### src/rtl/regfile_wb_arbiter.sv
// Round-robin arbiter sharing the register file write port among ALU, LOAD and MULDIV,
// with a per-register pending scoreboard that drives the issue-stage hazard signal.
module regfile_wb_arbiter #(
  parameter int DATA_W = 32,
  parameter int ADDR_W = 5,
  parameter int NREQ   = 3
) (
  input  logic                     clk,
  input  logic                     rst,
  input  logic [NREQ-1:0]          req_valid,
  input  logic [NREQ*ADDR_W-1:0]   req_reg,
  input  logic [NREQ*DATA_W-1:0]   req_data,
  output logic [NREQ-1:0]          req_ready,
  input  logic                     rsv_valid,
  input  logic [ADDR_W-1:0]        rsv_reg,
  input  logic [ADDR_W-1:0]        rd1_reg,
  input  logic [ADDR_W-1:0]        rd2_reg,
  output logic                     hazard,
  output logic [(1<<ADDR_W)-1:0]   pend,
  output logic                     regwrite,
  output logic [ADDR_W-1:0]        wrreg,
  output logic [DATA_W-1:0]        wrdata
);

  localparam int PTR_W = (NREQ > 1) ? $clog2(NREQ) : 1;
  localparam int NREG  = 1 << ADDR_W;

  // Handshake: a requester is accepted in the cycle req_valid[i] & req_ready[i];
  // valid/reg/data stay stable until then, ready is a function of valid and pointer.

  logic [PTR_W-1:0]  ptr_q, ptr_d;
  logic [NREG-1:0]   pend_q, pend_d;
  logic              regwrite_q, regwrite_d;
  logic [ADDR_W-1:0] wrreg_q, wrreg_d;
  logic [DATA_W-1:0] wrdata_q, wrdata_d;

  logic [NREQ-1:0]   grant;
  logic [PTR_W-1:0]  gnt_idx;
  logic              accept;
  logic [ADDR_W-1:0] sel_reg;
  logic [DATA_W-1:0] sel_data;

  // First valid requester at or after the pointer, wrapping modulo NREQ.
  always_comb begin
    int idx;
    logic found;
    grant   = '0;
    gnt_idx = '0;
    found   = 1'b0;
    idx     = 0;
    for (int k = 0; k < NREQ; k++) begin
      idx = int'(ptr_q) + k;
      if (idx >= NREQ) idx = idx - NREQ;
      if (!found && req_valid[idx]) begin
        found      = 1'b1;
        grant[idx] = 1'b1;
        gnt_idx    = PTR_W'(idx);
      end
    end
    if (rst) grant = '0;
  end

  assign req_ready = grant;
  assign accept    = |(req_valid & grant);
  assign sel_reg   = req_reg[gnt_idx*ADDR_W +: ADDR_W];
  assign sel_data  = req_data[gnt_idx*DATA_W +: DATA_W];

  always_comb begin
    ptr_d      = ptr_q;
    regwrite_d = 1'b0;
    wrreg_d    = wrreg_q;
    wrdata_d   = wrdata_q;
    pend_d     = pend_q;
    if (accept) begin
      ptr_d      = (int'(gnt_idx) == NREQ - 1) ? '0 : gnt_idx + 1'b1;
      regwrite_d = (sel_reg != '0);
      wrreg_d    = sel_reg;
      wrdata_d   = sel_data;
      pend_d[sel_reg] = 1'b0;
    end
    // Reservation is applied after the clear so a same-register collision leaves the bit set.
    if (rsv_valid && rsv_reg != '0) pend_d[rsv_reg] = 1'b1;
    pend_d[0] = 1'b0;
  end

  always_ff @(posedge clk) begin
    if (rst) begin
      ptr_q      <= '0;
      pend_q     <= '0;
      regwrite_q <= 1'b0;
      wrreg_q    <= '0;
      wrdata_q   <= '0;
    end else begin
      ptr_q      <= ptr_d;
      pend_q     <= pend_d;
      regwrite_q <= regwrite_d;
      wrreg_q    <= wrreg_d;
      wrdata_q   <= wrdata_d;
    end
  end

  assign pend     = pend_q;
  assign regwrite = regwrite_q;
  assign wrreg    = wrreg_q;
  assign wrdata   = wrdata_q;
  assign hazard   = ((rd1_reg != '0) && pend_q[rd1_reg]) ||
                    ((rd2_reg != '0) && pend_q[rd2_reg]);

endmodule
### config.mk
export PLATFORM = sky130hd
export DESIGN_NAME = regfile_wb_arbiter
export DESIGN_NICKNAME = d
export VERILOG_FILES = /design/src/rtl/regfile_wb_arbiter.sv
export SDC_FILE = /design/constraint.sdc
export NUM_CORES = 1
export LEC_CHECK = 0
export ABC_AREA = 1
export BUFFER_PORTS_ARGS = -buffer_cell sky130_fd_sc_hd__buf_2
export CAP_MARGIN = 20
export CORE_UTILIZATION = 43
export DETAILED_ROUTE_END_ITERATION = 12
export HOLD_SLACK_MARGIN = 0.08
export PLACE_DENSITY = 0.83
export SLEW_MARGIN = 20
export SYNTH_ARGS = -nofsm -noshare
export SYNTH_HDL_FRONTEND = slang
export SYNTH_SLANG_ARGS = --single-unit
export TNS_END_PERCENT = 100
### constraint.sdc
create_clock -name clk -period 2.5 [get_ports clk]
set_clock_uncertainty 0.05 [all_clocks]
set_input_delay 0.5 -clock clk [delete_from_list [all_inputs] [get_ports clk]]
set_output_delay 0.5 -clock clk [all_outputs]
set_load 0.03 [all_outputs]
# Yosys cells after proc, flatten, opt, wreduce, memory -nomap -nowiden
# Index checks and enable logic that the tools add are counted.
# word_totals
inputBits,132
out_inout_bits,74
ff_bits,72
wordCells,95
# classes
multipliers,1
n_addsub,6
n_eq_ne,1
muxes,38
shifts,2
n_lt_le_gt_ge,15
reduce_logical,19
bitwise_logic,7
# op_table
op,n
32-bit 2-to-1 mux,5
32-bit by 1-bit greater-or-equal comparator with 1-bit output (second input constant),3
32-bit by 4-bit less-than comparator with 1-bit output (second input constant),3
96-bit by 8-bit indexed part select with 32-bit output,1
32-bit bitwise AND,1
32-bit inverter,1
32-bit OR,1
5-bit by 6-bit less-than comparator with 1-bit output (second input constant),4
5-bit nonzero test,4
1-bit 2-to-1 mux,15
15-bit by 6-bit indexed part select with 5-bit output,1
3-bit 2-to-1 mux,4
1-bit binary-select mux with 5-bit select,2
1-bit demux with 5-bit select,2
5-bit by 1-bit greater-or-equal comparator with 1-bit output (second input constant),2
1-bit logical AND,10
2-bit 2-to-1 mux,4
3-bit by 2-bit subtractor with 4-bit output (second input constant),2
1-bit binary-select mux with 2-bit select,3
1-bit demux with 2-bit select,3
3-bit by 2-bit greater-or-equal comparator with 1-bit output (second input constant),2
3-bit OR,2
2-bit by 3-bit multiplier with 5-bit output (second input constant),1
2-bit by 1-bit adder with 3-bit output (second input constant),1
other kinds (11),12

# Logic depth before layout (Yosys ltp)
# depth
word_depth,23
mapped_depth,20
mapped_depth_nobuf,20

# Least setup slack after synthesis
# OpenSTA, ideal clock, no wires.
# synth_path
path_type,reg-to-reg
from,register ptr_q[0]
to,register pend_q[16] (netlist: pend[16])
t_required_ns,2.316
path_buffers,1
setup_ns,0.134
period_less_slack_ns,2.316
slack_ns,0.184
t_arrival_ns,2.132
path_stages_with_launch,20
path_cell_list,dfxtp_1 inv_1 ha_1 inv_2 nand2_2 inv_2 nand2_2 nand2_4 nand3_1 nand2_4 nand2_4 buf_6 nand2_2 nand3_2 nand2_4 nand2_1 nor2_2 nand3_1 nand2_1 a21oi_1
# synth_between
elab_chain_cells,23
word_cells_on_any_way,64
cone_classes,add/sub (5); mul (1); order compare (11); shift (1); mux (31); bitwise (6); reduce/logical (9)
# synth_rtl
item,line_no,rtl
"start, declared",31,"logic [PTR_W-1:0] ptr_q, ptr_d;"
"start signal, assigned",94,ptr_q <= ptr_d;
"parallel branches: the longest is 20 deep, another holds 2-bit by 3-bit multiplier with 5-bit output",-,
32-bit 2-to-1 mux (*),74,if (accept) begin
32-bit OR (no source line),-,
32-bit 2-to-1 mux (*),82,if (rsv_valid && rsv_reg != '0) pend_d[rsv_reg] = 1'b1;
"end signal, assigned",95,pend_q <= pend_d;
"end, declared",32,"logic [NREG-1:0] pend_q, pend_d;"
# Every way passes the cells marked *. The select of a mux whose other input is x is not followed.
# A chain may end at the register's enable or synchronous reset.

# Final worst setup path
# layout_path
from,register ptr_q[0]
to,output req_ready[1]
# layout_between
elab_chain_cells,13
word_cells_on_any_way,47
cone_classes,add/sub (5); order compare (9); mux (24); bitwise (2); reduce/logical (7)
# layout_rtl
item,line_no,rtl
"parallel branches: the longest is 11 deep, another holds 32-bit by 1-bit greater-or-equal comparator with 1-bit output",-,
3-bit 2-to-1 mux (*),54,if (!found && req_valid[idx]) begin
3-bit 2-to-1 mux (*),60,if (rst) grant = '0;
"end, declared",13,"output logic [NREQ-1:0] req_ready,"
# Marks and branches as above.

==> impl_metrics.env <==
export IMPL_ys_ff_latch=71
export IMPL_vias_per_cell=5.39
export IMPL_post_drt_wl_per_cell_um=14.8
export IMPL_drv_slew=0
export IMPL_reg2reg_to="pend[22]"
export IMPL_grt_antenna_before_repair=0
export IMPL_cp_cell_sequence="inv_4, ha_4, inv_4, nand3_2, nand2_2, buf_6, nand4_4, nand3_2, buf_6, nand2_2, inv_2, buf_6"
export IMPL_drt_first_pass_iters=5
export IMPL_yosys_warnings=0
export IMPL_setup_violations=2
export IMPL_start_kind="flop"
export IMPL_setup_slack_ps=-40.0
export IMPL_ys_types=37
export IMPL_netlist_area_um2=4510
export IMPL_cts_hold_fix_buffers=0
export IMPL_hold_viol_final=0
export IMPL_min_path_cells=3
export IMPL_tightest_slew_ps=735
export IMPL_io_pins=206
export IMPL_leakage_nw=3.01
export IMPL_synthArstFlopShare_pct=0
export IMPL_numCtsBuffers=9
export IMPL_dieArea_um2=10900
export IMPL_arrival_ps=1990
export IMPL_critPathCaptureType="output pin"
export IMPL_status="finished with violations"
export IMPL_fill_cells=948
export IMPL_powerDensity_nw_per_um2=1210
export IMPL_violations="negative setup slack"
export IMPL_htree_levels=3
export IMPL_drc=0
export IMPL_gp_congestion=0.907
export IMPL_grt_overflow_total=0
export IMPL_insertion_delay_ps=350
export IMPL_critPathSlowestCell="dfxtp_4"
export IMPL_cts_root_buf="clkbuf_8"
export IMPL_ant_nets=0
export IMPL_die_w_um=104
export IMPL_cts_tree="yes"
export IMPL_crit_top_cell="buf_6"
export IMPL_syn_num_nets=828
export IMPL_grt_max_degree=47
export IMPL_worstPathRequired_ps=1950
export IMPL_holdCritStartpoint="req_data[28]"
export IMPL_port_buffers=204
export IMPL_vias=5731
export IMPL_stdcell_area_um2=6460
export IMPL_antenna_diode_count=0
export IMPL_slowest_delay_ps=370
export IMPL_yosys_cell_count_top_type="nand2_1"
export IMPL_grt_pass1_vias=5255
export IMPL_avgSynthCellArea_um2=6.52
export IMPL_core_um2=10200
export IMPL_ff2ff_path_depth=13
export IMPL_path_max_fanout=5
export IMPL_synth_area_leaders="dfxtp_1 32%, nand2_1 19%, a21oi_1 7.9%"
export IMPL_synth_edff_count=0
export IMPL_yosys_area_top_type_share_pct=31.5
export IMPL_die_y_um=104
export IMPL_yosys_area_top_type="dfxtp_1"
export IMPL_initial_core_util_pct=44.1
export IMPL_synthTopCellsByCount="231 x nand2_1, 71 x a21oi_1, 71 x dfxtp_1"
export IMPL_max_slew_margin_pct=50.8
export IMPL_layout_drive_gt1_share_pct=38.5
export IMPL_hold_ws_ps=347
export IMPL_fin_crit_sh_pct=102
export IMPL_min_to="wrdata[28]"
export IMPL_area_growth_pct=43.2
export IMPL_cts_sinks=71
export IMPL_drt_iter0_drc=322
export IMPL_synthFlopType="dfxtp_1"
export IMPL_critPathKind="reg2out"
export IMPL_fp_row_count=37
export IMPL_multi_input_area_um2=2920
export IMPL_nNetsFinal=1060
export IMPL_register_area_um2=1430
export IMPL_grtUsageTotal_pct=27.4
export IMPL_cap_violations=0
export IMPL_path_clk_slew_ps=90
export IMPL_dp_hpwl_um=11400
export IMPL_syn_inst=692
export IMPL_r2r_slack_ps=30
export IMPL_rr_startpoint="ptr_q[0]"
export IMPL_wirelength_um=15800
export IMPL_cts_buffer_depth=2
export IMPL_rsz0062_at_grt="true"
export IMPL_min_period_ps=2540
export IMPL_yosysSeqAreaShare_pct=31.5
export IMPL_max_freq_ghz=0.394
export IMPL_place_area_um2=5800
export IMPL_grt_pass1_wl_um=24300
export IMPL_ir_worst_vdd_mv=0.786
export IMPL_hold_path_class="in2reg"
## cells by family (layout without fill, tap and decap cells)
| kind of cell | after synthesis | after routing | share of synthesized area [%] |
|---|---|---|---|
| compound gates | 185 | 185 | 23.9 |
| simple gates | 345 | 345 | 34.8 |
| fa+ha+maj | 4 | 4 | 1.11 |
| other cells | 1 | 1 | 0.0832 |
| buf+inv | 86 | 322 | 8.57 |
| flops | 71 | 71 | 31.5 |
## per-layer routing
metal	vias up	share of wire, %	global-route usage, %
met5	-	0	0
met4	0	4.6	14.0
met3	59	7.2	4.82
met2	286	50	48.8
met1	2590	39	31.1
li1	2796	-	-
## cells in the final DEF, fill, tap and decap left out, types with 13 or more instances in the layout
cell	count
a21oi_1	70
a41oi_1	13
buf_2	201
buf_4	42
dfxtp_1	69
inv_1	36
nand2_1	218
nand2_2	19
nand3_1	31
nand3_2	15
nor2_1	22
o21ai_0	56
## layout make-up
type,count,area share [%]
inverters,49,3.12
clock buffers,10,2.13
repair buffers,258,23.9
flip-flops and latches,71,22.1
multi-input cells,535,45.2
well taps,136,2.64
clock inverters,5,0.891
## metrics by stage
step	total power, W	cells	TNS, ps	utilization [%]	setup WS, ps
final	0.00783	1064	-72.8	63.1	-40.0
after global routing	0.00838	1064	-2950	63.1	-152
after CTS	0.00694	1047	-17.6	59.1	-17.6
after detailed placement	0.00593	1032	-815	56.7	-68.3
after global placement	0.00589	1032	0	56.7	19.1
after floorplan	0.00461	692	0	-	184
## critical path, delay by kind of cell, from the launching register on
family        cells  cell delay (ps)
buf+inv           6              530
flops             1              370
fa+ha+maj         1              260
simple gates      5              480
## worst max path at each step
| stage | startpoint | end | cells past startpoint |
|---|---|---|---|
| floorplan | ptr_q[0] | pend[16] | 19 |
| global placement | ptr_q[0] | pend[29] | 16 |
| detailed placement | ptr_q[0] | pend[31] | 16 |
| CTS | ptr_q[0] | req_ready[1] | 12 |
| global route | ptr_q[0] | req_ready[2] | 10 |
| finish | ptr_q[0] | req_ready[1] | 12 |
## sequential cells by signal (all words and copies together), names as in the netlist
name and count:
ptr_q 2, wrreg 5, wrdata 32, pend 31, regwrite 1
## power by group
group	leakage [nW]	internal, W	total (W)	switching (W)
Sequential	0.580	0.00142	0.00157	0.000152
Clock	0.103	0.000485	0.000954	0.000469
Combinational	2.33	0.00199	0.00531	0.00332
## what timing repair did
action / CTS / global route
pin swaps: 2 / 35
gates cloned: 0 / 3
setup buffers: 0 / 14
setup endpoints to repair: 30 / 54
gates resized for setup: 12 / 65
No activity file was read; power rests on OpenSTA's default activity.
